--- config.mk ---
export PLATFORM = sky130hd
export DESIGN_NAME = vfu_cmd_queue
export DESIGN_NICKNAME = d
export VERILOG_FILES = /design/src/rtl/vfu_cmd_queue.sv
export SDC_FILE = /design/constraint.sdc
export NUM_CORES = 1
export LEC_CHECK = 0
export BUFFER_PORTS_ARGS = -buffer_cell sky130_fd_sc_hd__clkbuf_2
export CORE_MARGIN = 5
export CORE_UTILIZATION = 55
export CTS_BUF_LIST = sky130_fd_sc_hd__clkbuf_4
export DETAILED_ROUTE_END_ITERATION = 7
export PLACE_DENSITY = 0.84
export SLEW_MARGIN = 20
export SYNTH_ARGS = -nofsm -noshare
export SYNTH_HDL_FRONTEND = slang
export SYNTH_SLANG_ARGS = --single-unit
--- constraint.sdc ---
create_clock -name clk -period 7.3 [get_ports clk]
set_input_delay 0.365 -clock clk [delete_from_list [all_inputs] [get_ports clk]]
set_output_delay 0.365 -clock clk [all_outputs]
set_load 0.005 [all_outputs]
--- src/rtl/vfu_cmd_queue.sv ---
// ============================================================================
//  Module      : vfu_cmd_queue
//  Description : Command buffer between the CPU CFU bus and the Vfu command
//                port. Accepted commands are queued toward the Vfu, and one
//                CPU response is returned per command, in accept order.
//                Vfu response pulses are captured and held until the CPU
//                accepts them.
//                Optional macro VFU_CMDQ_ERR_EN adds a sticky error flag
//                (err_stray_rsp) for stray Vfu responses or rdata overflow.
//  Revision    : 1.0  initial release
// ============================================================================
`default_nettype none

module vfu_cmd_queue #(
    parameter int INSN_WIDTH = 32,
    parameter int DATA_WIDTH = 32,
    parameter int DEPTH_BITS = 2,
    parameter int RSP_BIT    = 25
) (
    input  logic                  clk,
    input  logic                  rst_n,
`ifdef VFU_CMDQ_ERR_EN
    output logic                  err_stray_rsp,
`endif
    input  logic                  cmd_valid,
    output logic                  cmd_ready,
    input  logic [INSN_WIDTH-1:0] cmd_payload_instruction,
    input  logic [DATA_WIDTH-1:0] cmd_payload_inputs_0,
    input  logic [DATA_WIDTH-1:0] cmd_payload_inputs_1,
    output logic                  rsp_valid,
    input  logic                  rsp_ready,
    output logic [DATA_WIDTH-1:0] rsp_payload_output,
    output logic                  vfu_cmd_valid,
    input  logic                  vfu_cmd_ready,
    output logic [INSN_WIDTH-1:0] vfu_insn,
    output logic [DATA_WIDTH-1:0] vfu_in0,
    output logic [DATA_WIDTH-1:0] vfu_in1,
    input  logic                  vfu_rsp_valid,
    input  logic [DATA_WIDTH-1:0] vfu_rsp_data
);

    localparam int                  DEPTH   = 1 << DEPTH_BITS;
    localparam int                  CW      = DEPTH_BITS + 1;
    localparam logic [CW-1:0]       DEPTH_C = CW'(DEPTH);
    localparam logic [DEPTH_BITS-1:0] PTR_ONE = DEPTH_BITS'(1);

    // Command FIFO storage and state
    logic [INSN_WIDTH-1:0] cq_insn [DEPTH];
    logic [DATA_WIDTH-1:0] cq_in0  [DEPTH];
    logic [DATA_WIDTH-1:0] cq_in1  [DEPTH];
    logic [DEPTH_BITS-1:0] cq_wp, cq_rp;
    logic [CW-1:0]         cq_cnt;

    // Order FIFO: one kind bit per accepted command (1 = non-posted)
    logic [DEPTH-1:0]      ord_kind;
    logic [DEPTH_BITS-1:0] ord_wp, ord_rp;
    logic [CW-1:0]         ord_cnt;

    // Issued-but-unanswered commands, and issued non-posted ones lacking data
    logic [CW-1:0]         issued;
    logic [CW-1:0]         np_wait;

    // Response data FIFO
    logic [DATA_WIDTH-1:0] rd_mem [DEPTH];
    logic [DEPTH_BITS-1:0] rd_wp, rd_rp;
    logic [CW-1:0]         rd_cnt;

    logic accept, issue, respond, head_kind, issue_np;
    logic stray, rsp_ok, rd_full, rd_pop, capture;

    assign accept    = cmd_valid && cmd_ready;
    assign issue     = vfu_cmd_valid && vfu_cmd_ready;
    assign respond   = rsp_valid && rsp_ready;
    assign head_kind = ord_kind[ord_rp];
    assign issue_np  = issue && cq_insn[cq_rp][RSP_BIT];
    // A response with no issued non-posted command waiting for it is stray
    assign stray     = vfu_rsp_valid && (np_wait == '0);
    assign rsp_ok    = vfu_rsp_valid && !stray;
    assign rd_full   = (rd_cnt == DEPTH_C);
    assign rd_pop    = respond && head_kind;
    // Writing while full is only safe when the head slot is freed this cycle
    assign capture   = rsp_ok && (!rd_full || rd_pop);

    // cmd_ready comes only from registered occupancy, never from cmd_valid
    assign cmd_ready     = (ord_cnt != DEPTH_C);
    assign vfu_cmd_valid = (cq_cnt != '0);
    assign vfu_insn      = vfu_cmd_valid ? cq_insn[cq_rp] : '0;
    assign vfu_in0       = vfu_cmd_valid ? cq_in0[cq_rp]  : '0;
    assign vfu_in1       = vfu_cmd_valid ? cq_in1[cq_rp]  : '0;

    // The head may respond once issued; non-posted heads also need their data
    assign rsp_valid          = (ord_cnt != '0) && (issued != '0) &&
                                (!head_kind || (rd_cnt != '0));
    assign rsp_payload_output = ((ord_cnt != '0) && head_kind && (rd_cnt != '0))
                                ? rd_mem[rd_rp] : '0;

    // Payload storage; contents are only observed behind the counts
    always_ff @(posedge clk) begin
        if (accept) begin
            cq_insn[cq_wp] <= cmd_payload_instruction;
            cq_in0[cq_wp]  <= cmd_payload_inputs_0;
            cq_in1[cq_wp]  <= cmd_payload_inputs_1;
        end
        if (capture) begin
            rd_mem[rd_wp] <= vfu_rsp_data;
        end
    end

    // Pointers, counts and order bits; reset discards everything in flight
    always_ff @(posedge clk or negedge rst_n) begin
        if (!rst_n) begin
            cq_wp    <= '0;
            cq_rp    <= '0;
            cq_cnt   <= '0;
            ord_kind <= '0;
            ord_wp   <= '0;
            ord_rp   <= '0;
            ord_cnt  <= '0;
            issued   <= '0;
            np_wait  <= '0;
            rd_wp    <= '0;
            rd_rp    <= '0;
            rd_cnt   <= '0;
        end else begin
            if (accept) begin
                cq_wp            <= cq_wp + PTR_ONE;
                ord_wp           <= ord_wp + PTR_ONE;
                ord_kind[ord_wp] <= cmd_payload_instruction[RSP_BIT];
            end
            if (issue) begin
                cq_rp <= cq_rp + PTR_ONE;
            end
            if (respond) begin
                ord_rp <= ord_rp + PTR_ONE;
            end
            if (capture) begin
                rd_wp <= rd_wp + PTR_ONE;
            end
            if (rd_pop) begin
                rd_rp <= rd_rp + PTR_ONE;
            end
            cq_cnt  <= cq_cnt  + CW'(accept)   - CW'(issue);
            ord_cnt <= ord_cnt + CW'(accept)   - CW'(respond);
            issued  <= issued  + CW'(issue)    - CW'(respond);
            np_wait <= np_wait + CW'(issue_np) - CW'(rsp_ok);
            rd_cnt  <= rd_cnt  + CW'(capture)  - CW'(rd_pop);
        end
    end

`ifdef VFU_CMDQ_ERR_EN
    logic overflow;
    assign overflow = rsp_ok && rd_full && !rd_pop;

    // Sticky error flag, cleared only by reset
    always_ff @(posedge clk or negedge rst_n) begin
        if (!rst_n) begin
            err_stray_rsp <= 1'b0;
        end else if (stray || overflow) begin
            err_stray_rsp <= 1'b1;
        end
    end

    a_no_stray_rsp: assert property (@(posedge clk) disable iff (!rst_n)
                                     !(stray || overflow));
`endif

endmodule

`default_nettype wire
=== Word level (Yosys, flattened, before mapping) ===
Memories as Yosys holds them, arrays and structs flattened.
Index checks and enable logic that the tools add are counted.

* Output and inout bits: 131
* Word-level logic and storage cells: 73
* Input bits: 134
* Bits in writable memories: 512
* Memories: 4
* Flip-flop bits (word level): 31

{| class="wikitable"
|+ Memories
! memory !! words !! bits a word !! read ports !! clocked after Yosys merged registers in !! wr ports !! RTL line !! source
|-
| cq_in0 || 4 || 32 || 1 || 0 || 1 || 49 || <nowiki>logic [DATA_WIDTH-1:0] cq_in0 [DEPTH];</nowiki>
|-
| cq_in1 || 4 || 32 || 1 || 0 || 1 || 50 || <nowiki>logic [DATA_WIDTH-1:0] cq_in1 [DEPTH];</nowiki>
|-
| cq_insn || 4 || 32 || 1 || 0 || 1 || 48 || <nowiki>logic [INSN_WIDTH-1:0] cq_insn [DEPTH];</nowiki>
|-
| rd_mem || 4 || 32 || 1 || 0 || 1 || 64 || <nowiki>logic [DATA_WIDTH-1:0] rd_mem [DEPTH];</nowiki>
|}

* Magnitude comparators: 3
* Add/sub/neg operators: 16
* Muxes and demuxes: 13
* Reduce and logical (&&, ||, !) cells: 23
* Equal/unequal tests: 2

{| class="wikitable"
|+ Operator list
! operator !! number
|-
| $mux W32 || 4
|-
| $add A3 B1 Y3 || 5
|-
| $sub A3 B1 Y3 || 5
|-
| $logic_and A1 B1 Y1 || 13
|-
| $add A2 B1 Y2 const B || 6
|-
| $reduce_bool A3 Y1 || 4
|-
| $lt A2 B3 Y1 const B || 2
|-
| $mux W1 || 6
|-
| $bwmux W4 || 1
|-
| $eq A3 B3 Y1 const B || 1
|-
| $logic_not A1 Y1 || 3
|-
| $logic_not A3 Y1 || 1
|-
| $ne A3 B3 Y1 const B || 1
|-
| $bmux W1 S2 || 1
|-
| $demux W1 S2 || 1
|-
| $ge A2 B1 Y1 const B || 1
|-
| $logic_or A1 B1 Y1 || 2
|}

=== Depth between registers and ports, before layout ===
* Word-level depth: 11
* Mapped depth: 11
* Depth with buffers taken out: 10

=== Worst setup path after synthesis ===
Ideal clock, no wire load.

* Path kind: reg2reg
* Start: register ord_cnt[1]
* End: memory cq_in0[0][0] (enable)
* Data arrival time: 3311 ps
* Cell stages (with the launch flop): 5
* Required time: 6834 ps
* Setup time: 466 ps
* Period minus slack after synthesis: 3776 ps
* Path slack: 3524 ps
* Path through: dfrtp_1 nor2_1 a21boi_1 clkbuf_1 and2_1

* Word-level cells in the longest chain between the ends: 4

{| class="wikitable"
|+ Ends and longest elaborated chain
! item !! RTL line !! source
|-
| start: declaration || 57 || <nowiki>logic [CW-1:0] ord_cnt;</nowiki>
|-
| start signal: assignment || 143 || <nowiki>ord_cnt <= ord_cnt + CW'(accept) - CW'(respond);</nowiki>
|-
| $ne A3 B3 Y1 || 85 || <nowiki>assign cmd_ready = (ord_cnt != DEPTH_C);</nowiki>
|-
| $logic_and A1 B1 Y1 || 71 || <nowiki>assign accept = cmd_valid && cmd_ready;</nowiki>
|-
| $mux W1 || 99 || <nowiki>if (accept) begin</nowiki>
|-
| $mux W1 (implied by the code) || 101 || <nowiki>cq_in0[cq_wp] <= cmd_payload_inputs_0;</nowiki>
|-
| end: declaration || 49 ||
|}

Every way passes these cells.

=== Final worst setup path ===
* Start: register cq_rp[0]
* End: output port vfu_in1[21]

* Word-level cells in the longest chain between the ends: 2

{| class="wikitable"
|+ Ends and longest elaborated chain
! item !! RTL line !! source
|-
| start: declaration || 51 || <nowiki>logic [DEPTH_BITS-1:0] cq_wp, cq_rp;</nowiki>
|-
| start signal: assignment || 131 || <nowiki>cq_rp <= cq_rp + PTR_ONE;</nowiki>
|-
| $mem_v2 Z4 W32 || -- ||
|-
| $mux W32 || 89 || <nowiki>assign vfu_in1 = vfu_cmd_valid ? cq_in1[cq_rp] : '0;</nowiki>
|-
| end: declaration || 37 || <nowiki>output logic [DATA_WIDTH-1:0] vfu_in1,</nowiki>
|}

Every way passes these cells.

==> implementation parameters <==
Parameter                              Value

Clocking
  Setup Fix Bufs, Post-CTS ... 0
  Clock root buffer ... sky130_fd_sc_hd__clkbuf_4
  Clock transition time at the flip-flop clock pins of the worst setup and hold paths ... 0.06 ns
  H-tree depth ... 4
  Sinks on the clock net ... 543
  Resized Gates After CTS ... 0
  Inserted Clock Buffers ... about 140
  Hold buffer count at CTS ... 133
  Max Root-Sink Buffers ... 3
  Clock latency reported for the late side of the worst-skew pair ... 0.86 ns
  CTS tree ... built

Synthesis
  Multiplexer share of the synthesized area ... 0.141
  Cell area after synthesis ... 21000 um^2
  Main combinational cell family by area after synthesis ... multiplexers
  Number of enable-type register cells in the synthesized netlist ... between 500 and 600
  Share of async-settable or async-resettable flops after synthesis ... 0.0571
  Commonest cells post-synth ... 512 x sky130_fd_sc_hd__edfxtp_1, 129 x sky130_fd_sc_hd__mux4_2, 104 x sky130_fd_sc_hd__and2_1
  Fraction of synthesized cell area taken by the top area cell type ... 0.732
  Most frequent cell after synthesis ... sky130_fd_sc_hd__edfxtp_1
  Sequential share of the synthesized area ... 0.768
  Adder and majority cell fraction of the synthesized area ... 0.0179
  Post-Synthesis Cells ... 961
  Most area-consuming cells after synthesis ... sky130_fd_sc_hd__edfxtp_1 73%, sky130_fd_sc_hd__mux4_2 14%, sky130_fd_sc_hd__dfrtp_1 3.7%
  Most used flip-flop cell after synthesis ... sky130_fd_sc_hd__edfxtp_1
  Average cell area after synthesis ... 21.9 um^2
  Simple logic cell fraction of the synthesized area ... 0.0469
  Flip-flop and latch count after synthesis ... 543
  Netlist cell types ... 31
  Cell type contributing the most total cell area after synthesis ... sky130_fd_sc_hd__edfxtp_1
  Yosys warning count ... 0
  Xor-xnor portion of the synthesized cell area ... 0.00792
  Net count after synthesis ... about 1100
  Compound-gate portion of the synthesized area ... 0.00256

Setup path
  Critical Path End Type ... primary output
  Max stage delay cell, worst path ... sky130_fd_sc_hd__buf_4
  CP startpoint kind ... flip-flop
  Delay of the slowest cell on the worst path ... approximately 0.72 ns
  Required time of the critical path ... 6.93 ns
  Critical path arrival ... roughly 3.2 ns
  Ordered cell list for the critical path ... buf_4 -> mux4_2 -> and2_1 -> clkbuf_2
  Maximum fanout count along the critical path ... 44
  Critical path class ... reg2out

Detailed routing
  Initial DRC Count ... 797
  Average wire per cell in the routed design ... between 20 and 25 um
  Post-route antenna net violation count ... 0
  Iteration count of the initial detailed-routing pass ... 5
  Total vias in the final route ... 11259
  Final wirelength ... 46.8 mm
  Vias per cell ... 5.42
  # DRC ... 0

Hold path
  Worst hold path type ... in2reg

Timing
  Slew @ Worst Pin ... 1.08 ns
  Setup repair after global routing missed its margin ... false
  Final Worst Setup Slack ... 3.73 ns
  Post-route fraction of the period consumed by the critical path ... 0.489
  Hold Violations, Final ... 0
  Aggregate negative setup slack ... 0 ns
  Post-route minimum period ... about 3.6 ns
  Fmax ... 280 MHz
  Rel. slew slack ... 0.279
  Setup-violating endpoint count in the final report ... 0
  Pins Over Slew Limit ... 0
  Fin Hold WS ... 0.128 ns
  Layout Skew ... 0.0820 ns

Floorplan
  Die outline height ... 205 um
  Die outline width ... 205 um
  Placement Rows ... 71
  Effective utilization at floorplan ... 0.558
  Area of the core ... 37700 um^2
  Die Area ... ~42000 um^2
  Number of ports placed on the die boundary ... approximately 270

GRT
  Total gr overflow ... 0
  Largest net degree at the start of global routing ... 98
  Antenna violations before repair ... 8
  Global-route wire length before repair ... ~70 mm
  Vias in the first global route ... about 12000
  GR Util All Layers ... 0.226

Final layout
  Area growth syn-to-layout ... 23.4%
  Area of all sequential standard cells ... 16200 um^2
  Total area of multi-input combinational cells ... 4560 um^2
  Final cell count without fillers ... ~2100
  Ratio of cells with drive above 1 in the final layout ... 0.407
  Fill count ... 2282
  Number of nets in the final layout ... 1626

Power and ir drop
  Switching part of the total power ... 0.314
  Maximum ir drop on the vdd rail ... 309 uV
  Net switching power of the design ... 3.26 mW
  Share of total power in the clock network ... 0.243
  Proportion of power drawn by combinational gates ... 0.329
  Internal cell power ... 7.14 mW
  Total power density per cell area ... about 400 nW/um^2
  Static leakage ... between 9 and 10 nW
  Flop pwr share ... 0.427

Placement
  Final HPWL DP ... 25.1 mm
  DP Worst Slack ... 4.35 ns
  Instance count after placement with tap cells included ... 1706
  RePlAce Congestion ... ~0.75
  Port buffer count ... approximately 260

Status
  Status ... finished, final reports clean

Run
  Number of max-cap violations ... 0
power by group through the flow:
stage	clock network [mW]	logic (mW)	registers, mW
finish	2.53	3.42	4.45
global route	2.79	3.76	4.50
CTS	2.54	3.45	4.44
detailed placement	0	3.36	4.50
global placement	0	3.31	4.45
floorplan	0	2.23	4.36
layout make-up:
class / count / share of cell area
clock inverters: 39 / 0.0104
multi-input cells: 347 / 0.176
repair buffers: 412 / 0.107
diodes: 7 / 0.000675
clock buffers: 191 / 0.0553
well taps: 511 / 0.0246
flip-flops and latches: 543 / 0.623
inverters: 26 / 0.00376
worst max-delay path, delay by kind of cell (launching register included):
kind,cells,cell delay [ns]
buffers and inverters,2,0.83
DFF,1,0.63
muxes,1,0.65
and+or+nand+nor,1,0.19
state kept, by name, indices dropped and copies added (netlist names), 3 cells and up:
| name | count |
|---|---|
| issued | 3 |
| rd_cnt | 3 |
| np_wait | 3 |
| ord_cnt | 3 |
| ord_kind | 4 |
| cq_cnt | 3 |
| cq_insn | 128 |
| cq_in1 | 128 |
| cq_in0 | 128 |
| rd_mem | 128 |
cell families (layout without fill, tap and decap cells):
family                     after synthesis  in the layout
and+or+nand+nor                        161            161
other                                    0              7
DFF                                    543            543
buffers and inverters                   71            668
xor gates and xnor gates                19             19
AOI/OAI and AO/OA                        6              6
adders and majority gates               27             27
muxes                                  134            134
layout by cell type, fill, tap and decap left out, types with 22 or more instances in the layout:
cell,instances
sky130_fd_sc_hd__edfxtp_1,512
sky130_fd_sc_hd__dlygate4sd3_1,133
sky130_fd_sc_hd__mux4_2,129
sky130_fd_sc_hd__inv_1,26
sky130_fd_sc_hd__and2_1,100
sky130_fd_sc_hd__ha_1,22
sky130_fd_sc_hd__dfrtp_1,27
sky130_fd_sc_hd__nor2b_1,32
sky130_fd_sc_hd__clkbuf_2,264
sky130_fd_sc_hd__clkbuf_4,191
sky130_fd_sc_hd__clkinv_1,23
per-stage QoR:
| step | instance area [um^2] | total power, mW | util |
|---|---|---|---|
| detailed placement | 22900 | 7.86 | 0.608 |
| global route | 25900 | 11.0 | 0.689 |
| floorplan | 21000 | 6.59 | - |
| finish | 25900 | 10.4 | 0.689 |
| CTS | 25900 | 10.4 | 0.688 |
| global placement | 22900 | 7.76 | 0.608 |
per-layer routing:
metal / wire, um / track usage
met1: 17100 / 0.272
met2: 24200 / 0.378
met3: 4440 / 0.0867
met4: 942 / 0.0780
met5: 13 / 0
final timing paths:
kind	slack (ns)	startpoint	cells after the start	to
max	3.73	cq_rp[0]	4	vfu_in1[21]
min	0.13	cmd_valid	4	ord_wp[0]
max reg2reg	4.39	cq_cnt[1]	10	np_wait[2]
min reg2reg	0.48	ord_rp[1]	1	ord_rp[1]
max in group asynchronous	6.51	rst_n	2	cq_rp[1]
min in group asynchronous	0.19	rst_n	2	ord_wp[0]
Power figures use the tool's default switching activity.
